`src/rtl/alarm_ring_ctrl.sv`:
```
// Alarm sounder sequencer: rings on alarm match, beeps 1 s on / 1 s off,
// handles snooze intervals, stop and ring timeout.
module alarm_ring_ctrl #(
   parameter int RING_SECS   = 60,
   parameter int SNOOZE_SECS = 300,
   parameter int MAX_SNOOZE  = 3,
   parameter int CNT_W       = 9
) (
   input  logic        clock,
   input  logic        reset,
   input  logic        one_second,
   input  logic        alarm_on,
   input  logic [15:0] current_time,
   input  logic [15:0] alarm_time,
   input  logic        stop_button,
   input  logic        snooze_button,
   output logic        sound,
   output logic        ringing,
   output logic        snoozing,
   output logic [1:0]  snooze_count
);

   // state      | meaning
   // IDLE       | armed, waiting for alarm match
   // RINGING    | buzzer active, beep_phase gates sound
   // SNOOZE     | silent interval, re-rings after SNOOZE_SECS
   // WAIT_CLEAR | silenced, waiting for the matching minute to pass
   typedef enum logic [1:0] {
      IDLE       = 2'd0,
      RINGING    = 2'd1,
      SNOOZE     = 2'd2,
      WAIT_CLEAR = 2'd3
   } state_t;

   localparam logic [CNT_W-1:0] RING_TC   = CNT_W'(RING_SECS - 1);
   localparam logic [CNT_W-1:0] SNOOZE_TC = CNT_W'(SNOOZE_SECS - 1);
   localparam logic [1:0]       SNZ_MAX   = 2'(MAX_SNOOZE);

   state_t           state, state_nxt;
   logic [CNT_W-1:0] sec_cnt, sec_cnt_nxt;
   logic             beep_phase, beep_phase_nxt;
   logic [1:0]       snooze_cnt_nxt;
   logic             one_second_d;
   logic             tick;
   logic             match;
   logic             quit;

   assign tick  = one_second & ~one_second_d;
   assign match = alarm_on & (current_time == alarm_time);
   assign quit  = stop_button | ~alarm_on;

   always_ff @(posedge clock) begin
      if (reset) begin
         state        <= IDLE;
         sec_cnt      <= '0;
         beep_phase   <= 1'b0;
         snooze_count <= 2'd0;
         one_second_d <= 1'b0;
      end else begin
         state        <= state_nxt;
         sec_cnt      <= sec_cnt_nxt;
         beep_phase   <= beep_phase_nxt;
         snooze_count <= snooze_cnt_nxt;
         one_second_d <= one_second;
      end
   end

   always_comb begin
      state_nxt      = state;
      sec_cnt_nxt    = sec_cnt;
      beep_phase_nxt = beep_phase;
      snooze_cnt_nxt = snooze_count;
      unique case (state)
         IDLE: begin
            if (match) begin
               state_nxt      = RINGING;
               sec_cnt_nxt    = '0;
               beep_phase_nxt = 1'b1;
            end
         end
         RINGING: begin
            // stop beats snooze, and both beat a coincident tick
            if (quit) begin
               state_nxt   = WAIT_CLEAR;
               sec_cnt_nxt = '0;
            end else if (snooze_button && (snooze_count < SNZ_MAX)) begin
               state_nxt      = SNOOZE;
               snooze_cnt_nxt = snooze_count + 2'd1;
               sec_cnt_nxt    = '0;
            end else if (tick) begin
               if (sec_cnt == RING_TC) begin
                  state_nxt   = WAIT_CLEAR;
                  sec_cnt_nxt = '0;
               end else begin
                  sec_cnt_nxt    = sec_cnt + 1'b1;
                  beep_phase_nxt = ~beep_phase;
               end
            end
         end
         SNOOZE: begin
            if (quit) begin
               state_nxt   = WAIT_CLEAR;
               sec_cnt_nxt = '0;
            end else if (tick) begin
               if (sec_cnt == SNOOZE_TC) begin
                  state_nxt      = RINGING;
                  sec_cnt_nxt    = '0;
                  beep_phase_nxt = 1'b1;
               end else begin
                  sec_cnt_nxt = sec_cnt + 1'b1;
               end
            end
         end
         WAIT_CLEAR: begin
            if (!match) begin
               state_nxt      = IDLE;
               snooze_cnt_nxt = 2'd0;
               sec_cnt_nxt    = '0;
            end
         end
         default: state_nxt = IDLE;
      endcase
   end

   assign ringing  = (state == RINGING);
   assign snoozing = (state == SNOOZE);
   assign sound    = ringing & beep_phase;

endmodule

```
`config.mk`:
```
export PLATFORM = sky130hd
export DESIGN_NAME = alarm_ring_ctrl
export DESIGN_NICKNAME = d
export VERILOG_FILES = /design/src/rtl/alarm_ring_ctrl.sv
export SDC_FILE = /design/constraint.sdc
export NUM_CORES = 1
export LEC_CHECK = 0
export CORE_MARGIN = 2
export CORE_UTILIZATION = 40
export DETAILED_ROUTE_END_ITERATION = 6
export PLACE_DENSITY = 0.69
export SYNTH_ARGS = -nofsm -noshare
export SYNTH_HDL_FRONTEND = slang
export SYNTH_SLANG_ARGS = --single-unit
```
`constraint.sdc`:
```
create_clock -name clock -period 3.4 [get_ports clock]
set_clock_uncertainty 0.2 [all_clocks]
set_input_delay 1.02 -clock clock [delete_from_list [all_inputs] [get_ports clock]]
set_output_delay 1.02 -clock clock [all_outputs]
set_load 0.01 [all_outputs]
```
==> results.md, run 1 <==
Drt:
- The antenna violation net count after detailed routing is 0.
- For this run, design rule violations remaining after detail routing come to 0.
- The routed length per instance is 13.0 um.
- The mean number of vias per cell is 5.65.
- The detailed-route wire length is 3.36 mm.
- The first detailed-routing pass took 4 iterations.
- The initial DRC count is 132.
- The final route contains 1457 vias.

Clock tree:
- The CTS tree is done.
- In this run the post-CTS setup repair buffer count came out at 0.
- The clock-pin slew on the worst setup and hold paths is 100 ps.
- The clock sink count is 15.
- The hold-fix buffer count after cts is 0.
- In this run, post-CTS repair resized a total of 0 instances.
- The buffer levels on the longest clock path is 2.
- The H-tree depth is 1.
- The insertion delay of the later-clocked pin in the worst-skew pair is 300 ps.
- Buffers inserted during clock tree synthesis total 3.
- The cell chosen for the clock root is sky130_fd_sc_hd__clkbuf_4.

Timing:
- Setup violations remaining at the end of the flow were counted as 0.
- The timing-limited maximum frequency is 0.307 GHz.
- The worst pin sits at a relative slew slack of 73.6%.
- The final count of hold timing violations is 0.
- The number of max-slew violations in the final report is 0.
- The worst path in the final design needs a cycle of 3260 ps, including I/O delays and setup.
- In the final timing run, aggregate negative setup slack is 0 ps.
- Setup repair after global routing left no endpoint under its margin.
- The final setup slack of the worst path is 143 ps.
- The fraction of the cycle the final worst path needs is 95.8%.
- The slew of the pin with the lowest slew margin is 396 ps.

Critical path:
- STA classifies the critical path startpoint as an input pin.
- The setup path with the least slack is of type in2reg.
- For the worst setup path, the data arrival time is 3310 ps.
- The critical path goes through clkdlybuf4s50_1 > xor2_1 > or4_1 > or4_4 > or3_1 > nand3_1 > a32o_2.
- Of all nets on the critical path, the largest fanout is 3.
- The worst-path cell with the longest stage delay is sky130_fd_sc_hd__or4_4.
- For this run, the slowest stage of the critical path takes 580 ps.
- Among cell families on the critical path, the largest total delay comes from simple AND/OR/NAND/NOR gates.
- The sort of element at the end of the critical path is a flop.
- Counting both buffers and inverters, the worst setup path holds a total of 1.
- The worst endpoint required time is 3450 ps.

Synth:
- When the netlist entered floorplanning its net count stood at 206.
- In the synthesized netlist the async set-or-reset flop fraction comes to 0%.
- Of the total synthesized cell area, the portion taken by AND, OR, NAND and NOR gates is 27.0%.
- Of the post-synthesis cell area, the part taken by muxes is 0.839%.
- The main combinational cell family by area after synthesis is compound AO/OA/AOI/OAI gates.
- Among all flip-flop cells after synthesis, the most frequent one is sky130_fd_sc_hd__dfxtp_1.
- The count of different cell masters after synthesis is 47.
- Yosys printed 0 warnings.
- The synthesized netlist devotes 10.4% of its cell area to XOR and XNOR gates.
- By area the synthesized netlist is led by sky130_fd_sc_hd__dfxtp_1 22%, sky130_fd_sc_hd__ha_1 6.5%, sky130_fd_sc_hd__o2111ai_1 5.2%, sky130_fd_sc_hd__xnor2_1 5.2%, sky130_fd_sc_hd__xor2_1 5.2%.
- The area fraction of the dominant cell type after synthesis is 22.4%.
- The share of the Yosys chip area taken by registers is 22.4%.
- The synthesized netlist devotes 6.52% of its cell area to adder and majority cells.
- The number of cells produced by synthesis is 161.
- The flip-flop and latch count after synthesis is 15.
- The number of synthesized flops with an enable pin is 0.
- A synthesized cell averages 8.34 um^2.
- Summing the areas of all compound-gate instances in the mapped netlist gives 27.6% of the synthesized area.
- The biggest area consumer among synthesized cells is sky130_fd_sc_hd__dfxtp_1.
- The post-synthesis instance area is 1340 um^2.

Placement:
- The minimum setup slack after placement is -196 ps.
- The instance area at placement is 1880 um^2.
- Routability-driven placement finished with a final weighted congestion of 0.887.
- After legalization and detailed placement, the total HPWL measured 2.88 mm.
- The count of placed standard cells including taps is 254.
- The total of buffers placed on input and output ports is 42.

Cells and area:
- In the final layout, the share of cells above drive strength 1 is 11.3%.
- For this run, the post-layout net count is 258.
- The post-route standard cell area excluding fillers is 1910 um^2.
- The count of non-filler cells in the finished layout is 258.
- The number of antenna cells inserted is 0.
- Relative to the synthesized area, the layout overhead comes to 42.3%.

Global routing:
- The via count of the first global-routing pass is 1427.
- The leftover overflow at the end of global routing is 0.
- The number of antenna violations at the first check in global routing is 0.
- The total routing resource utilization after global routing is 20.5%.
- The first global-routing pass estimated 5.94 mm of wire.
- The maximum number of pins on one net before global-route repair is 15.

Die:
- In this run the core area contains 21 standard-cell rows.
- The die is 61.9 um tall.
- After floorplanning, the core was sized to cover 3280 um^2.
- From left edge to right edge, the die measures 61.9 um.
- The count of pins on the block boundary is 43.
- Once the floorplan was initialized, standard cells occupied 40.9% of the core.
- The die area is 3840 um^2.

Outcome:
- The run finished with clean final reports.

Power:
- The static leakage power is 0.715 nW.
- In this run the power density over the cells is 263 nW/um^2.
- The worst IR drop on VDD is 0.000106 V.

Hold path:
- The path category of the worst min-delay check is reg2reg.

Run:
- The tool flagged a number of max-cap violations equal to 0.
==> path summary, 6_finish.rpt <==
kind	startpoint	end	slack, ps	cells after the start
worst max-delay path	alarm_time[9]	state[0]	140	7
worst min-delay path	sec_cnt[1]	sec_cnt[1]	280	2
worst max register to register	sec_cnt[0]	state[0]	800	7
worst min register to register	sec_cnt[1]	sec_cnt[1]	280	2
==> state kept, by name (all words and copies together), names as in the netlist <==
signal	cells
sec_cnt	9
snooze_count	2
state	2
beep_phase	1
one_second_d	1
==> placed cells by master, fill, tap and decap left out, types with 2 or more instances in the layout <==
cell type,Yosys,final
sky130_fd_sc_hd__xnor2_1,8,8
sky130_fd_sc_hd__and3_1,7,7
sky130_fd_sc_hd__or4_1,4,4
sky130_fd_sc_hd__o211ai_1,2,2
sky130_fd_sc_hd__nor4b_1,2,2
sky130_fd_sc_hd__nor2b_1,4,4
sky130_fd_sc_hd__nand4bb_1,2,2
sky130_fd_sc_hd__dfxtp_1,15,15
sky130_fd_sc_hd__o21ai_1,4,4
sky130_fd_sc_hd__xor2_1,8,8
sky130_fd_sc_hd__or2_2,2,2
sky130_fd_sc_hd__a32o_2,2,2
sky130_fd_sc_hd__nand2_1,11,11
sky130_fd_sc_hd__a21oi_1,4,4
sky130_fd_sc_hd__nand3_1,4,4
sky130_fd_sc_hd__nand4_1,2,2
sky130_fd_sc_hd__nor4_1,2,2
sky130_fd_sc_hd__ha_1,7,7
sky130_fd_sc_hd__clkbuf_4,0,3
sky130_fd_sc_hd__o21ai_0,3,3
sky130_fd_sc_hd__nand2b_1,3,3
sky130_fd_sc_hd__o31ai_1,6,6
sky130_fd_sc_hd__buf_4,1,9
sky130_fd_sc_hd__clkdlybuf4s50_1,0,42
sky130_fd_sc_hd__o22a_1,6,6
sky130_fd_sc_hd__and2_1,4,4
sky130_fd_sc_hd__o2111ai_1,8,8
sky130_fd_sc_hd__and4_1,2,2
sky130_fd_sc_hd__inv_1,12,12
sky130_fd_sc_hd__nor2_1,5,5
==> per-layer routing <==
| layer | vias up | global-route usage [%] | part of all wire [%] |
|---|---|---|---|
| met4 | 0 | 7.60 | 2.1 |
| met1 | 666 | 24.4 | 40 |
| met3 | 8 | 3.52 | 7.3 |
| met5 | - | 0 | 0 |
| met2 | 64 | 36.7 | 51 |
| li1 | 719 | - | - |
==> cell type report <==
type	instances	area, um^2
repair buffers	52	508
multi-input cells	129	972
flip-flops and latches	15	300
fillers	286	1370
clock inverters	1	5.00
well taps	46	57.6
clock buffers	3	22.5
inverters	12	45.0
==> per-stage QoR <==
step	total power, mW	hold WS, ps	util [%]
after floorplan	0.310	241	-
after global placement	0.389	255	57.3
after detailed placement	0.396	268	57.3
after CTS	0.509	282	58.2
after global routing	0.545	301	58.2
final	0.503	283	58.2
==> synth_stat cells, types with 2 or more instances <==
cell type and n:
sky130_fd_sc_hd__clkbuf_1 2, sky130_fd_sc_hd__o211ai_1 2, sky130_fd_sc_hd__o2111ai_1 8, sky130_fd_sc_hd__a21oi_1 4, sky130_fd_sc_hd__a32o_2 2, sky130_fd_sc_hd__nand3_1 4, sky130_fd_sc_hd__or2_2 2, sky130_fd_sc_hd__nand4_1 2
sky130_fd_sc_hd__buf_2 2, sky130_fd_sc_hd__nand2b_1 3, sky130_fd_sc_hd__or4_1 4, sky130_fd_sc_hd__o21ai_0 3, sky130_fd_sc_hd__nor2b_1 4, sky130_fd_sc_hd__o21ai_1 4, sky130_fd_sc_hd__xor2_1 8, sky130_fd_sc_hd__o31ai_1 6
sky130_fd_sc_hd__nor4_1 2, sky130_fd_sc_hd__o22a_1 6, sky130_fd_sc_hd__dfxtp_1 15, sky130_fd_sc_hd__and2_1 4, sky130_fd_sc_hd__ha_1 7, sky130_fd_sc_hd__and4_1 2, sky130_fd_sc_hd__xnor2_1 8, sky130_fd_sc_hd__nor4b_1 2
sky130_fd_sc_hd__inv_1 12, sky130_fd_sc_hd__nand4bb_1 2, sky130_fd_sc_hd__and3_1 7, sky130_fd_sc_hd__nand2_1 11, sky130_fd_sc_hd__nor2_1 5
==> cells by family (layout without fill, tap and decap cells) <==
| kind of cell | Yosys count | in the layout |
|---|---|---|
| AOI/OAI and AO/OA | 46 | 46 |
| xor gates and xnor gates | 16 | 16 |
| adders and majority gates | 7 | 7 |
| buffers and inverters | 17 | 68 |
| DFF | 15 | 15 |
| muxes | 1 | 1 |
| and+or+nand+nor | 59 | 59 |
==> tightest hold or removal path: stages, from the launching register on <==
cell and delay, ps:
sky130_fd_sc_hd__dfxtp_1 340, sky130_fd_sc_hd__nand2_1 60, sky130_fd_sc_hd__o21ai_1 50
==> power by group <==
| part | total [mW] | internal, mW | switching [mW] |
|---|---|---|---|
| sequential | 0.186 | 0.180 | 0.00547 |
| combinational | 0.205 | 0.111 | 0.0940 |
| clock | 0.112 | 0.0439 | 0.0677 |
Power figures use the tool's default switching activity.
==> inputs of run 2 (changes only) <==
--- a/config.mk
+++ b/config.mk
@@ -7,6 +7,7 @@
 export LEC_CHECK = 0
 export CORE_MARGIN = 2
 export CORE_UTILIZATION = 40
+export CTS_BUF_LIST = sky130_fd_sc_hd__clkbuf_8
 export DETAILED_ROUTE_END_ITERATION = 6
 export PLACE_DENSITY = 0.69
 export SYNTH_ARGS = -nofsm -noshare
==> results.md, run 2 (same netlist as run 1, synthesis figures left out) <==
Die:
- The die is 61.9 um tall.
- The count of pins on the block boundary is 43.
- The die area is 3840 um^2.
- The total area inside the core boundary comes to 3280 um^2.
- The initial utilization of the core area, before any placement, comes to 40.9%.
- The die is 61.9 um wide.
- The number of placement rows is 21.

Power:
- The total power per unit cell area is 283 nW/um^2.
- The design draws 548 uW.
- For this design the static power due to leakage is 0.727 nW.
- VDD sags by at most 0.000129 V.

Placement:
- The congestion estimate from routability-driven global placement came to 0.887.
- Buffers placed on the I/O ports in this run total 42.
- Counting tap cells, the placed design contains a total of 254 instances.
- Detailed placement finished with a half-perimeter wire length of 2.88 mm.

Drt:
- The antenna violation net count after detailed routing is 0.
- The routed length per instance is 13.3 um.
- The detailed router placed 1436 vias in this run.
- The first detailed-routing pass took 4 iterations.
- The detailed-route wire length is 3.42 mm.
- The mean number of vias per cell is 5.57.
- The residual DRC count is 0.
- The detailed router finished its first iteration with 140 violations.

Clock tree:
- No sink is reached through more buffers than the 2 on the longest clock path.
- The H-tree depth is 1.
- After clock tree synthesis, the flow added hold-fix buffers numbering 0.
- Clock tree synthesis selected as its root buffer the cell sky130_fd_sc_hd__clkbuf_8.
- Clock tree synthesis found a total of 15 sinks.
- The number of clock buffers added by TritonCTS is 3.
- After clock tree synthesis, the clock-pin slew on the worst setup and hold paths is 70 ps.
- TritonCTS built the clock tree.
- Clock latency on the worst-skew pair, taken at its later pin, is 260 ps.

Outcome:
- The flow ran to the end, and the final reports show no timing, DRC or antenna violations.

Timing:
- The slew of the pin with the lowest slew margin is 391 ps.
- Setup repair after global routing left no endpoint under its margin.
- The fraction of the cycle the final worst path needs is 96.5%.
- The relative max-transition margin is 73.9%.
- The count of final setup violators is 0.
- The minimum clock period is 3280 ps.
- Derived from the worst setup path, the maximum achievable clock frequency is 0.305 GHz.
- The number of max-slew violations in the final report is 0.
- The final count of hold timing violations was 0.

Critical path:
- The top fanout value on the critical path is 3.
- The critical path class is in2reg.
- At the worst endpoint, the arrival time is 3290 ps.
- Data on the critical path is required at its endpoint by 3400 ps.
- Counting cells, the worst reg-to-reg path comes to 7.
- STA classifies the critical path endpoint as a flop.
- The worst setup path is launched from an input pin.

Hold path:
- The path category of the worst min-delay check is reg2reg.
- Along the worst hold path, the cell count comes to 2.

Cells and area:
- The number of antenna cells inserted is 0.
- The top cell types in the final layout, fill and taps aside, are 42 x sky130_fd_sc_hd__clkdlybuf4s50_1, 15 x sky130_fd_sc_hd__dfxtp_1, 12 x sky130_fd_sc_hd__inv_1.
- The largest registers in the layout are sec_cnt (9), snooze_count (2), state (2).
- The count of non-filler cells in the finished layout is 258.
- The flip-flop count of the largest register after layout is 9.
- The final-layout fill cell count is 283.
- The final standard cell utilization of the core is 59.0%.
- The register name with the most flops is sec_cnt.
- The share of layout cells above drive strength 1 is 12.3%.
- Relative to the synthesized area, the layout overhead comes to 44.4%.
- The most common cell after layout, fill and taps aside is sky130_fd_sc_hd__clkdlybuf4s50_1.
- For this run, the post-layout net count is 258.

Global routing:
- The via count of the first global-routing pass is 1439.
- Global routing consumed, over all layers together, 20.8% of the routing resources.
- Global routing finished with a remaining overflow of 0.
- The first global-routing pass estimated 6.01 mm of wire.
- The number of antenna violations at the first check in global routing is 0.
- Entering global routing, the biggest net connects 15 pins.

Run:
- The tool flagged a number of max-cap violations equal to 0.
run 2: layer usage:
metal / vias to the layer above / GRT usage, % / part of all wire (%)
met5: - / 0 / 0
li1: 718 / - / -
met4: 0 / 7.90 / 1.4
met1: 662 / 24.7 / 41
met3: 4 / 3.31 / 6.5
met2: 52 / 37.3 / 51
run 2: critical path: stages:
cell                              delay, ps
sky130_fd_sc_hd__clkdlybuf4s50_1        410
sky130_fd_sc_hd__xor2_1                 170
sky130_fd_sc_hd__or4_1                  520
sky130_fd_sc_hd__or4_4                  580
sky130_fd_sc_hd__or3_4                  350
sky130_fd_sc_hd__nand3_1                 80
sky130_fd_sc_hd__a32o_2                 160
run 2: stage by stage:
| step | cell area, um^2 | hold slack, ps | TNS, ps | setup WS [ps] |
|---|---|---|---|---|
| after floorplan | 1340 | 241 | 0 | 353 |
| after global placement | 1880 | 255 | -400 | -144 |
| after detailed placement | 1880 | 268 | -554 | -196 |
| after CTS | 1930 | 277 | 0 | 73.1 |
| after global routing | 1940 | 294 | 0 | 35.3 |
| final | 1940 | 276 | 0 | 117 |
run 2: timing repair:
action / in CTS / in global routing
setup endpoints to repair: 0 / 2
gates resized for setup: 0 / 2
buffers inserted: 0 / 0
run 2: power breakdown:
group	total (mW)	switching (mW)	leakage, nW	internal (mW)
logic	0.207	0.0952	0.581	0.112
clock network	0.155	0.0736	0.0255	0.0815
registers	0.186	0.00551	0.121	0.180
run 2: layout make-up:
cell class	instances	area, um^2	share of cell area, %
flip-flops and latches	15	300	15.5
inverters	12	45.0	2.32
multi-input cells	129	981	50.6
well taps	46	57.6	2.97
repair buffers	52	508	26.2
clock inverters	1	5.00	0.258
clock buffers	3	41.3	2.13
run 2: path summary, 6_finish.rpt:
| path | startpoint | end | slack [ps] |
|---|---|---|---|
| worst max-delay path | alarm_time[12] | state[0] | 120 |
| worst min-delay path | sec_cnt[1] | sec_cnt[1] | 280 |
| worst max register to register | sec_cnt[0] | state[0] | 780 |
| worst min register to register | sec_cnt[1] | sec_cnt[1] | 280 |
==> inputs of run 3 (changes only) <==
--- a/config.mk
+++ b/config.mk
@@ -5,7 +5,7 @@
 export SDC_FILE = /design/constraint.sdc
 export NUM_CORES = 1
 export LEC_CHECK = 0
-export CORE_MARGIN = 2
+export CORE_MARGIN = 3
 export CORE_UTILIZATION = 40
 export CTS_BUF_LIST = sky130_fd_sc_hd__clkbuf_8
 export DETAILED_ROUTE_END_ITERATION = 6
==> results.md, run 3 (same netlist as run 1, synthesis figures left out) <==
Outcome:
- The run finished with clean final reports.

Power:
- VDD sags by at most 0.000209 V.
- The total chip power is 548 uW.
- For this design the ratio of total power to cell area is 284 nW/um^2.
- Summed over all cells, the static leakage comes to 0.727 nW.

Die:
- In this run the standard cell core region covers 3130 um^2.
- The die covers 4090 um^2.
- From bottom edge to top edge, the die measures 63.9 um.
- For this design the top-level I/O count stands at 43.
- The number of placement rows is 20.
- From left edge to right edge, the die measures 63.9 um.
- The initial core utilization is 42.9%.

Clock tree:
- The insertion delay of the later-clocked pin in the worst-skew pair is 250 ps.
- The cell chosen for the clock root is sky130_fd_sc_hd__clkbuf_8.
- Clock tree synthesis inserted a total of 3 buffers.
- The clock-pin slew on the worst setup and hold paths is 60 ps.
- The clock sink count is 15.
- CTS built an H-tree with a depth of 1.
- In this run, post-CTS hold repair placed 0 buffers.
- After clock tree synthesis, the setup repair step added 0 buffers.
- The buffer levels on the longest clock path is 2.
- TritonCTS built the clock tree.
- The count of instances resized after the clock tree is built is 0.

Cells and area:
- From synthesis to final layout, the design area changed by 43.7%.
- More flip-flops sit in one register than any other, and that register is sec_cnt.
- The net count of the finished layout is 258.
- The largest registers in the layout are sec_cnt (9), snooze_count (2), state (2).
- In the layout the commonest cells are 42 x sky130_fd_sc_hd__clkdlybuf4s50_1, 15 x sky130_fd_sc_hd__dfxtp_1, 13 x sky130_fd_sc_hd__inv_1.
- Cells with a size suffix above 1 make up 11.3% of the layout.
- The most common cell after layout, fill and taps aside is sky130_fd_sc_hd__clkdlybuf4s50_1.
- The finished cells cover 1930 um^2.
- The register with the most flip-flops in the layout has 9 of them.
- The finished layout holds 256 standard cells, fillers aside.
- For this run, the share of the core covered by cells in the final layout is 61.7%.
- The number of antenna cells inserted is 0.

Critical path:
- The highest cell delay on the worst timing path is 600 ps.
- The critical path launch point type is an input pin.
- The critical path class is in2reg.
- The worst setup path is captured at a flop.
- The family with the most delay on the worst path is simple AND/OR/NAND/NOR gates.
- The top fanout value on the critical path is 3.
- The data arrival time of the critical path is 3350 ps.
- Together, buffers and inverters on the worst path number 1.
- STA puts the critical path data required time at 3400 ps.
- The critical path goes through clkdlybuf4s50_1 > xor2_1 > or4_1 > or4_4 > or3_1 > nand3_1 > a32o_2.
- The slowest stage of the critical path is the sky130_fd_sc_hd__or4_4 cell.

Drt:
- For this block, the initial DRC count from the detailed router was 96.
- The detailed-route wire length is 3.88 mm.
- The residual DRC count is 0.
- Once detail routing completed, the nets flagged for antenna violations numbered 0.
- The routed length per instance is 15.2 um.
- Before antenna repair, the detailed router went through 4 iterations.
- The mean number of vias per cell is 5.56.
- The number of vias after detailed routing is 1424.

Timing:
- The slew of the pin with the lowest slew margin is 341 ps.
- The fraction of the cycle the final worst path needs is 98.7%.
- Setup violations remaining at the end of the flow were counted as 0.
- The timing-limited maximum frequency is 0.298 GHz.
- The worst path needs 3360 ps of the cycle, external delays included.
- The final count of hold timing violations was 0.
- The relative max-transition margin is 77.2%.
- The number of max-slew violations in the final report is 0.
- Setup slack closes at 43.2 ps.

Placement:
- Prior to clock tree synthesis, the placed netlist has a worst setup slack of -203 ps.
- The post-detailed-placement half-perimeter wirelength is 3.18 mm.
- Routability-driven placement finished with a final weighted congestion of 0.901.
- Including well taps, the total number of placed cells is 252.
- The total of buffers placed on input and output ports is 42.
- Once placement finished, the instance area stood at 1880 um^2.

Global routing:
- The first global-routing pass estimated 6.39 mm of wire.
- Global routing finished with a remaining overflow of 0.
- The number of antenna violations at the first check in global routing was 0.
- The maximum number of pins on one net before global-route repair is 15.
- For this run, the total global-route usage over all layers was measured as 19.9%.
- The via count of the first global-routing pass came to 1422.

Hold path:
- In this run the worst hold path is classified as reg2reg.

Run:
- The total of max-cap violations is 0.
==> run 3: cell types whose count changed in the layout (fill, tap and decap cells not counted) <==
cell                       before  now
sky130_fd_sc_hd__inv_1         12   13
sky130_fd_sc_hd__or3_1          0    1
sky130_fd_sc_hd__clkinv_2       1    0
sky130_fd_sc_hd__or3_4          1    0
==> run 3: report_power, final <==
part | leakage [nW] | internal, mW | switching [mW] | total [mW]
logic | 0.579 | 0.116 | 0.101 | 0.217
registers | 0.121 | 0.180 | 0.00558 | 0.186
clock network | 0.0269 | 0.0801 | 0.0645 | 0.145
==> run 3: worst register-to-register path: stages (launching register included) <==
cell and delay (ps):
sky130_fd_sc_hd__dfxtp_1 360, sky130_fd_sc_hd__ha_1 220, sky130_fd_sc_hd__nand2b_1 110, sky130_fd_sc_hd__or4_1 500
sky130_fd_sc_hd__a32o_1 340, sky130_fd_sc_hd__a2111oi_1 350, sky130_fd_sc_hd__nand3_1 120, sky130_fd_sc_hd__a32o_2 260
==> run 3: cell type report <==
cell class | count | area (um^2)
Fill cell | 275 | 1200
Multi-Input combinational cell | 129 | 976
Timing Repair Buffer | 52 | 508
Sequential cell | 15 | 300
Tap cell | 44 | 55.1
Inverter | 12 | 45.0
Clock buffer | 3 | 41.3
Clock inverter | 1 | 3.75
==> run 3: metal layers <==
layer	GRT usage, %	wire length [um]	up-vias
li1	-	-	717
met1	23.1	1610	656
met2	35.1	2010	41
met3	4.92	182	10
met4	6.74	80	0
met5	0	0	-
==> run 3: final timing paths <==
kind / to / slack (ps) / cells past startpoint / start
max reg2reg: state[0] / 830 / 7 / sec_cnt[0]
max: state[1] / 40 / 7 / alarm_time[4]
min: sec_cnt[1] / 270 / 2 / sec_cnt[1]
min reg2reg: sec_cnt[1] / 270 / 2 / sec_cnt[1]
==> run 3: through the flow <==
stage | hold slack [ps] | TNS, ps
after floorplan | 241 | 0
final | 266 | 0
after global routing | 293 | -5.87
after detailed placement | 259 | -578
after CTS | 268 | 0
after global placement | 254 | -434
